[src/rtl/coffee_pkg.sv]
// Shared types for the coffee maker sequencer: state encoding and the
// actuator vector layout used to decode outputs from state.
package coffee_pkg;

    typedef enum logic [2:0] {
        IDLE   = 3'd0,
        MW_IN  = 3'd1,
        MW_OUT = 3'd2,
        E_IN   = 3'd3,
        E_OUT  = 3'd4,
        C_IN   = 3'd5,
        C_OUT  = 3'd6,
        DONE   = 3'd7
    } state_t;

    localparam int ACT_W  = 7;
    localparam int P_BIT  = 6;
    localparam int M_BIT  = 5;
    localparam int W_BIT  = 4;
    localparam int C_BIT  = 3;
    localparam int S_BIT  = 2;
    localparam int ST_BIT = 1;
    localparam int F_BIT  = 0;

    // Moore decode: the actuator set each state drives.
    function automatic logic [ACT_W-1:0] act_for(input state_t s);
        logic [ACT_W-1:0] a;
        a = '0;
        case (s)
            MW_IN:  begin a[P_BIT] = 1'b1; a[M_BIT] = 1'b1; a[W_BIT] = 1'b1; end
            MW_OUT: begin a[P_BIT] = 1'b1; end
            E_IN:   begin a[P_BIT] = 1'b1; a[C_BIT] = 1'b1; a[S_BIT] = 1'b1; end
            E_OUT:  begin a[P_BIT] = 1'b1; a[ST_BIT] = 1'b1; end
            C_IN:   begin a[P_BIT] = 1'b1; a[W_BIT] = 1'b1; end
            C_OUT:  begin a[P_BIT] = 1'b1; a[ST_BIT] = 1'b1; end
            DONE:   begin a[F_BIT] = 1'b1; end
            default: a = '0;
        endcase
        return a;
    endfunction

endpackage

[src/rtl/coffee_making.sv]
// Coffee maker sequencer: walks the fill/dose/serve stages on sensor
// handshakes, with a per-stage watchdog that aborts a stalled brew to IDLE.
module coffee_making
    import coffee_pkg::*;
#(
    parameter int unsigned STAGE_TIMEOUT = 255
) (
    input  logic clk,
    input  logic rst,
    input  logic start,
    input  logic mwis,
    input  logic mwos,
    input  logic ewis,
    input  logic ewos,
    input  logic cwis,
    input  logic cwos,
    output logic p,
    output logic m,
    output logic w,
    output logic c,
    output logic s,
    output logic st,
    output logic f
);

    localparam int CW     = (STAGE_TIMEOUT > 0) ? $clog2(STAGE_TIMEOUT + 1) : 1;
    localparam int LAST_I = (STAGE_TIMEOUT > 0) ? int'(STAGE_TIMEOUT) - 1 : 0;
    localparam logic [CW-1:0] LAST    = LAST_I[CW-1:0];
    localparam logic [CW-1:0] CNT_MAX = '1;

    state_t            state_reg, state_next;
    logic [CW-1:0]     cnt_reg, cnt_next;
    logic              wait_st;
    logic              exit_hit;
    logic              timeout_hit;
    logic [ACT_W-1:0]  act;

    // The final cycle of a stall is the one whose count equals TIMEOUT-1,
    // so a wait state is held for exactly STAGE_TIMEOUT cycles.
    generate
        if (STAGE_TIMEOUT == 0) begin : g_no_wdog
            assign timeout_hit = 1'b0;
        end else begin : g_wdog
            assign timeout_hit = (cnt_reg == LAST);
        end
    endgenerate

    always_ff @(posedge clk or negedge rst) begin
        if (!rst) begin
            state_reg <= IDLE;
            cnt_reg   <= '0;
        end else begin
            state_reg <= state_next;
            cnt_reg   <= cnt_next;
        end
    end

    always_comb begin
        state_next = state_reg;
        wait_st    = 1'b1;
        exit_hit   = 1'b0;
        case (state_reg)
            IDLE:   begin wait_st = 1'b0; if (start) state_next = MW_IN; end
            MW_IN:  begin exit_hit = mwis; if (mwis) state_next = MW_OUT; end
            MW_OUT: begin exit_hit = mwos; if (mwos) state_next = E_IN;   end
            E_IN:   begin exit_hit = ewis; if (ewis) state_next = E_OUT;  end
            E_OUT:  begin exit_hit = ewos; if (ewos) state_next = C_IN;   end
            C_IN:   begin exit_hit = cwis; if (cwis) state_next = C_OUT;  end
            C_OUT:  begin exit_hit = cwos; if (cwos) state_next = DONE;   end
            DONE:   begin wait_st = 1'b0; state_next = IDLE; end
            default: begin wait_st = 1'b0; state_next = IDLE; end
        endcase

        if (wait_st && !exit_hit && timeout_hit)
            state_next = IDLE;

        cnt_next = cnt_reg;
        if (state_next != state_reg)
            cnt_next = '0;
        else if (wait_st && cnt_reg != CNT_MAX)
            cnt_next = cnt_reg + 1'b1;

        act = act_for(state_reg);
    end

    assign p  = act[P_BIT];
    assign m  = act[M_BIT];
    assign w  = act[W_BIT];
    assign c  = act[C_BIT];
    assign s  = act[S_BIT];
    assign st = act[ST_BIT];
    assign f  = act[F_BIT];

endmodule

[config.mk]
export PLATFORM = sky130hd
export DESIGN_NAME = coffee_making
export DESIGN_NICKNAME = d
export VERILOG_FILES = /design/src/rtl/coffee_pkg.sv /design/src/rtl/coffee_making.sv
export SDC_FILE = /design/constraint.sdc
export NUM_CORES = 1
export LEC_CHECK = 0
export CAP_MARGIN = 40
export CORE_MARGIN = 1
export CORE_UTILIZATION = 50
export DETAILED_ROUTE_END_ITERATION = 16
export PLACE_DENSITY = 0.77
export SLEW_MARGIN = 20
export SYNTH_ARGS = -nofsm -noshare
export SYNTH_HDL_FRONTEND = slang
export SYNTH_SLANG_ARGS = --single-unit
[constraint.sdc]
create_clock -name clk -period 1.8 [get_ports clk]
set_input_delay 0.45 -clock clk [delete_from_list [all_inputs] [get_ports clk]]
set_output_delay 0.45 -clock clk [all_outputs]
set_load 0.02 [all_outputs]
# After elaboration in Yosys (flattened, before gate mapping)

Index checks and enable logic that the tools add are counted.

Add/sub/neg operators: 1
Eq/ne operators: 10
Mux-type cells: 19
Reductions and logical operators: 10

Operators with widths:

| operator                                             | number |
|---|---|
| 2-to-1 mux 3 bit                                     | 8 |
| one-hot mux 3 bit (8 select lines)                   | 1 |
| 2-to-1 mux 8 bit                                     | 2 |
| equality test 3 bit (second input constant)          | 4 |
| adder 8 x 1 -> 8 bit (second input constant)         | 1 |
| equality test 8 bit (second input constant)          | 1 |
| != test 8 bit (second input constant)                | 1 |
| equality test 3 x 2 -> 1 bit (second input constant) | 2 |
| 2-to-1 mux 1 bit                                     | 6 |
| one-hot mux 1 bit (6 select lines)                   | 1 |
| OR reduction 2 bit                                   | 3 |
| OR reduction 6 bit                                   | 1 |
| equality test 3 x 1 -> 1 bit (second input constant) | 1 |
| logical AND 1 bit                                    | 3 |
| zero test 3 bit                                      | 1 |
| != test 3 bit                                        | 1 |
| 2-to-1 mux 2 bit                                     | 1 |
| nonzero test 2 bit                                   | 1 |
| zero test 1 bit                                      | 1 |

Flip-flop bits (word level): 11
Input bits: 9
Output and inout port bits: 7
Logic and storage cells: 42

# Longest topological paths before layout

Depth after elaboration: 8
Depth in mapped cells: 6
Gate-level depth less buffers: 5

# Worst setup path after synthesis

OpenSTA, ideal clock, no wires.

Path kind: reg-to-output
Start point: register state_reg[2]
End point: output port s
Data arrival time: 1.242 ns
Required time: 1.350 ns
Path slack: 0.108 ns
Cell stages (with the launch flop): 5
Buffers on the path: 3
Cell sequence: dfrtp_1 buf_4 clkbuf_1 nor2_1 buf_4

Word-level cells in the longest chain between the ends: 2

RTL lines:

| item                         | RTL line            | RTL |
|---|---|---|
| start, declared              | coffee_making.sv:31 | `state_t state_reg, state_next;` |
| start signal, assigned       | coffee_making.sv:53 | `state_reg <= state_next;` |
| equality test 3 x 2 -> 1 bit | coffee_pkg.sv:29    | `case (s)` |
| 2-to-1 mux 2 bit             | coffee_pkg.sv:29    |  |
| end, declared                | coffee_making.sv:21 | `output logic s,` |

No other way between the ends.

# Worst setup path after layout

Start point: register state_reg[2]
End point: output port p

Word-level cells in the longest chain between the ends: 3
Elaborated cells on any way between the ends: 8
Classes of those cells: 6 x eq/ne; 1 x mux; 1 x reduce/logical

RTL lines:

| item                                              | RTL line            | RTL |
|---|---|---|
| equality test 3 bit, or another cell as far along | coffee_pkg.sv:29    |  |
| OR reduction 6 bit (no source line) *             | -                   |  |
| 2-to-1 mux 1 bit *                                | coffee_pkg.sv:29    |  |
| end, declared                                     | coffee_making.sv:17 | `output logic p,` |

Mark *: on every way between the ends. The rest lies on a longest branch, timed or not.

==> flow_summary.ini <==
[setup_path]
crit_path_end_kind = output port
crit-reg2reg-launch = state_reg[0]
timing_worst_setup_path_type = flip-flop to output port
category_of_the_worst_setup_path_launch_point = flip-flop
rr_endpoint = cnt_reg[5]
worstRegToRegCells = 6
reg2reg_slack_ps = 80
cp.arrival_ps = 1320
critPathRequiredTime_ps = 1350
timing.critical_path.from = state_reg[2]
worstPathMaxFanout = 2

[sta]
slew_viol_final = 0
timing.hold.ws_ps = 502.3
final-hold-violation-count = 0
worstMarginPinSlew_ps = 495.9
final.setup.tns_ps = 0
maxClockFrequency_mhz = 566.5
finalCriticalPeriod_ps = 1765
finalCritPeriodShare_pct = 98.07
max_slew_margin_pct = 66.84
clock-skew-final_ps = 9.350
setup_viol = 0

[cells_and_area]
sequential_cell_area_um2 = 276.5
n_fill_cell = 116
post_route_cells_drive_above_1_share_pct = 33.06
multi_input_area_um2 = 539.3
area.growth.synth_to_final_pct = 35.01
layout.nets = 133
final_util_pct = 72.82
antenna_cells = 0
number_of_flip_flops_in_the_largest_register = 8
design_area_um2 = 1110

[place]
port-buffer-count = 15
placed_area_um2 = 1022
detailedPlacementHpwl_mm = 1.521
place.gp.congestion = 0.7801

[cts]
cts_buffer_depth = 2
clkLatencyLatePin_ps = 280
tritoncts.num_buffers = 3
clock_tree.root_cell = clkbuf_4
hold_fix_buffers_cts = 0
tritoncts = yes
clock_sink_count = 11
cts.clk_slew.worst_paths_ps = 80
ctsHtreeMaxLevel = 1

[floorplanning]
ios = 16
design.core.area_um2 = 1524
initial_utilization_pct = 53.94
die_height_um = 42.55
fp.dieArea_um2 = 1810
std_cell_rows = 14
dieWidth_um = 42.55

[global_route]
first_global_vias = 752
groute.usage.overall_pct = 24.71
grt_antenna_before_repair = 0
globalRouteMet1Util_pct = 31.35
global_route.usage.met2_pct = 40.62
met3_usage_pct = 6.466
grt.busiest_layer = met2
grt_pass1_wl_mm = 3.381
gr-total-overflow = 0
largest_net_degree_at_the_start_of_global_routing = 16

[power_and_ir_drop]
pwr_density_cell_nw_per_um2 = 1409
max-vdd-ir-drop_mv = 0.9847
power.leakage_uw = 0.0004640

[synth]
yosys_warnings = 0
synthFlopType = dfrtp_1
post-synth-top-count-cell = dfrtp_1
post_synth_inst_count = 95
synth_area_leaders = dfrtp_1 (33%), a211oi_1 (6.4%), o21ai_0 (4.9%)
yosysUniqueCellTypes = 34
synthTopCellsByCount = dfrtp_1 (11), nor2_1 (10), o21ai_0 (8)
postSynthNetCount = 106
postSynthRegisterBits = 11
synth_area_um2 = 822.0
ys_seq_area_share_pct = 33.49
post-synth-top-area-cell = dfrtp_1
edff_count_synth = 0
asyncSetResetFlopFracSynth_pct = 100.0
avgSynthCellArea_um2 = 8.653
synth.top_cell.area_share_pct = 33.49

[flow_run]
cap_viol_max_count = 0

[drt]
route.detailed.wl_per_inst_um = 15.34
viasPerCell = 6.066
drt-total-wl_mm = 2.101
dr_total_vias = 831
drt-pass1-iter-count = 4
detail-route-antenna-nets = 0
route.detailed.drc = 0
drt_iter0_markers = 24

[outcome]
status = finished, final reports clean

[worst_hold_path]
hp-class = input pin to asynchronous set/reset pin
==> cell type report <==
cell class                 instances  share of cell area, %
sequential                        11                  24.92
timing repair buffer              28                  20.18
multi-input combinational         72                  48.59
inverter                           6                  2.029
clock inverter                     1                 0.4510
clock buffer                       3                  2.029
tap                               16                  1.804
==> critical path: stages (launching register included) <==
cell	delay, ps
dfrtp_1	390
or3_4	410
nand2_4	70
inv_1	40
buf_2	140
==> report_power, final <==
part	internal, µW	switching, µW
logic	443	592
registers	304	55.4
clock network	82.4	86.9
total	829	734
==> cell families (layout without fill, tap and decap cells) <==
family	count (synthesis)	count (layout)	synth area share, %
buf+inv	12	38	9.131
fa+ha+maj	2	2	3.044
flops	11	11	33.49
mux	4	4	5.023
compound gates	25	25	21.16
simple gates	41	41	28.16
==> timing repair <==
action,CTS,global route
cloned,0,0
pin swaps,0,4
gates resized for setup,14,21
endpoints found under the setup margin,15,14
buffers inserted,0,2
==> cell usage in the layout (no fill, tap or decap), types with 2 or more instances in the layout <==
cell type        Yosys  final
dfrtp_1             11     10
a21oi_1              2      2
nor3_1               2      2
a211oi_2             0      4
buf_4                2     12
inv_1                6      6
or4_1                3      2
or3_1                3      3
clkbuf_4             0      3
o21ai_0              8      7
nor2_2               0      2
nand2_1              5      5
clkdlybuf4s50_1      0      8
nor4_1               2      2
o31ai_1              2      2
nand4_1              2      2
clkbuf_2             0      4
nand3_1              4      4
nor2_1              10      8
a211oi_1             7      3
mux2i_1              3      3
dlygate4sd2_1        0      2
==> metrics by stage <==
step           instances  power (µW)  setup WS [ps]
3_3_place_gp         131        1271         -268.3
4_1_cts              135        1440          7.853
2_1_floorplan         95       992.6          107.9
6_report             137        1563          34.81
5_1_grt              137        1684         -6.212
3_5_place_dp         131        1295         -343.4
==> how the worst max path moves through the flow <==
| stage | endpoint | slack [ps] | cells past startpoint |
|---|---|---|---|
| finish | p | 30 | 4 |
| global route | cnt_reg[6] | -6 | 6 |
| CTS | s | 8 | 4 |
| detailed placement | cnt_reg[7] | -340 | 5 |
| global placement | cnt_reg[6] | -270 | 5 |
| floorplan | s | 110 | 4 |
==> layer usage <==
| layer | up-vias | routed length (µm) |
|---|---|---|
| li1 | 408 | - |
| met1 | 396 | 928 |
| met4 | 0 | 14 |
| met3 | 4 | 106 |
| met2 | 23 | 1051 |
| met5 | - | 0 |
No activity file was read; power rests on OpenSTA's default activity.
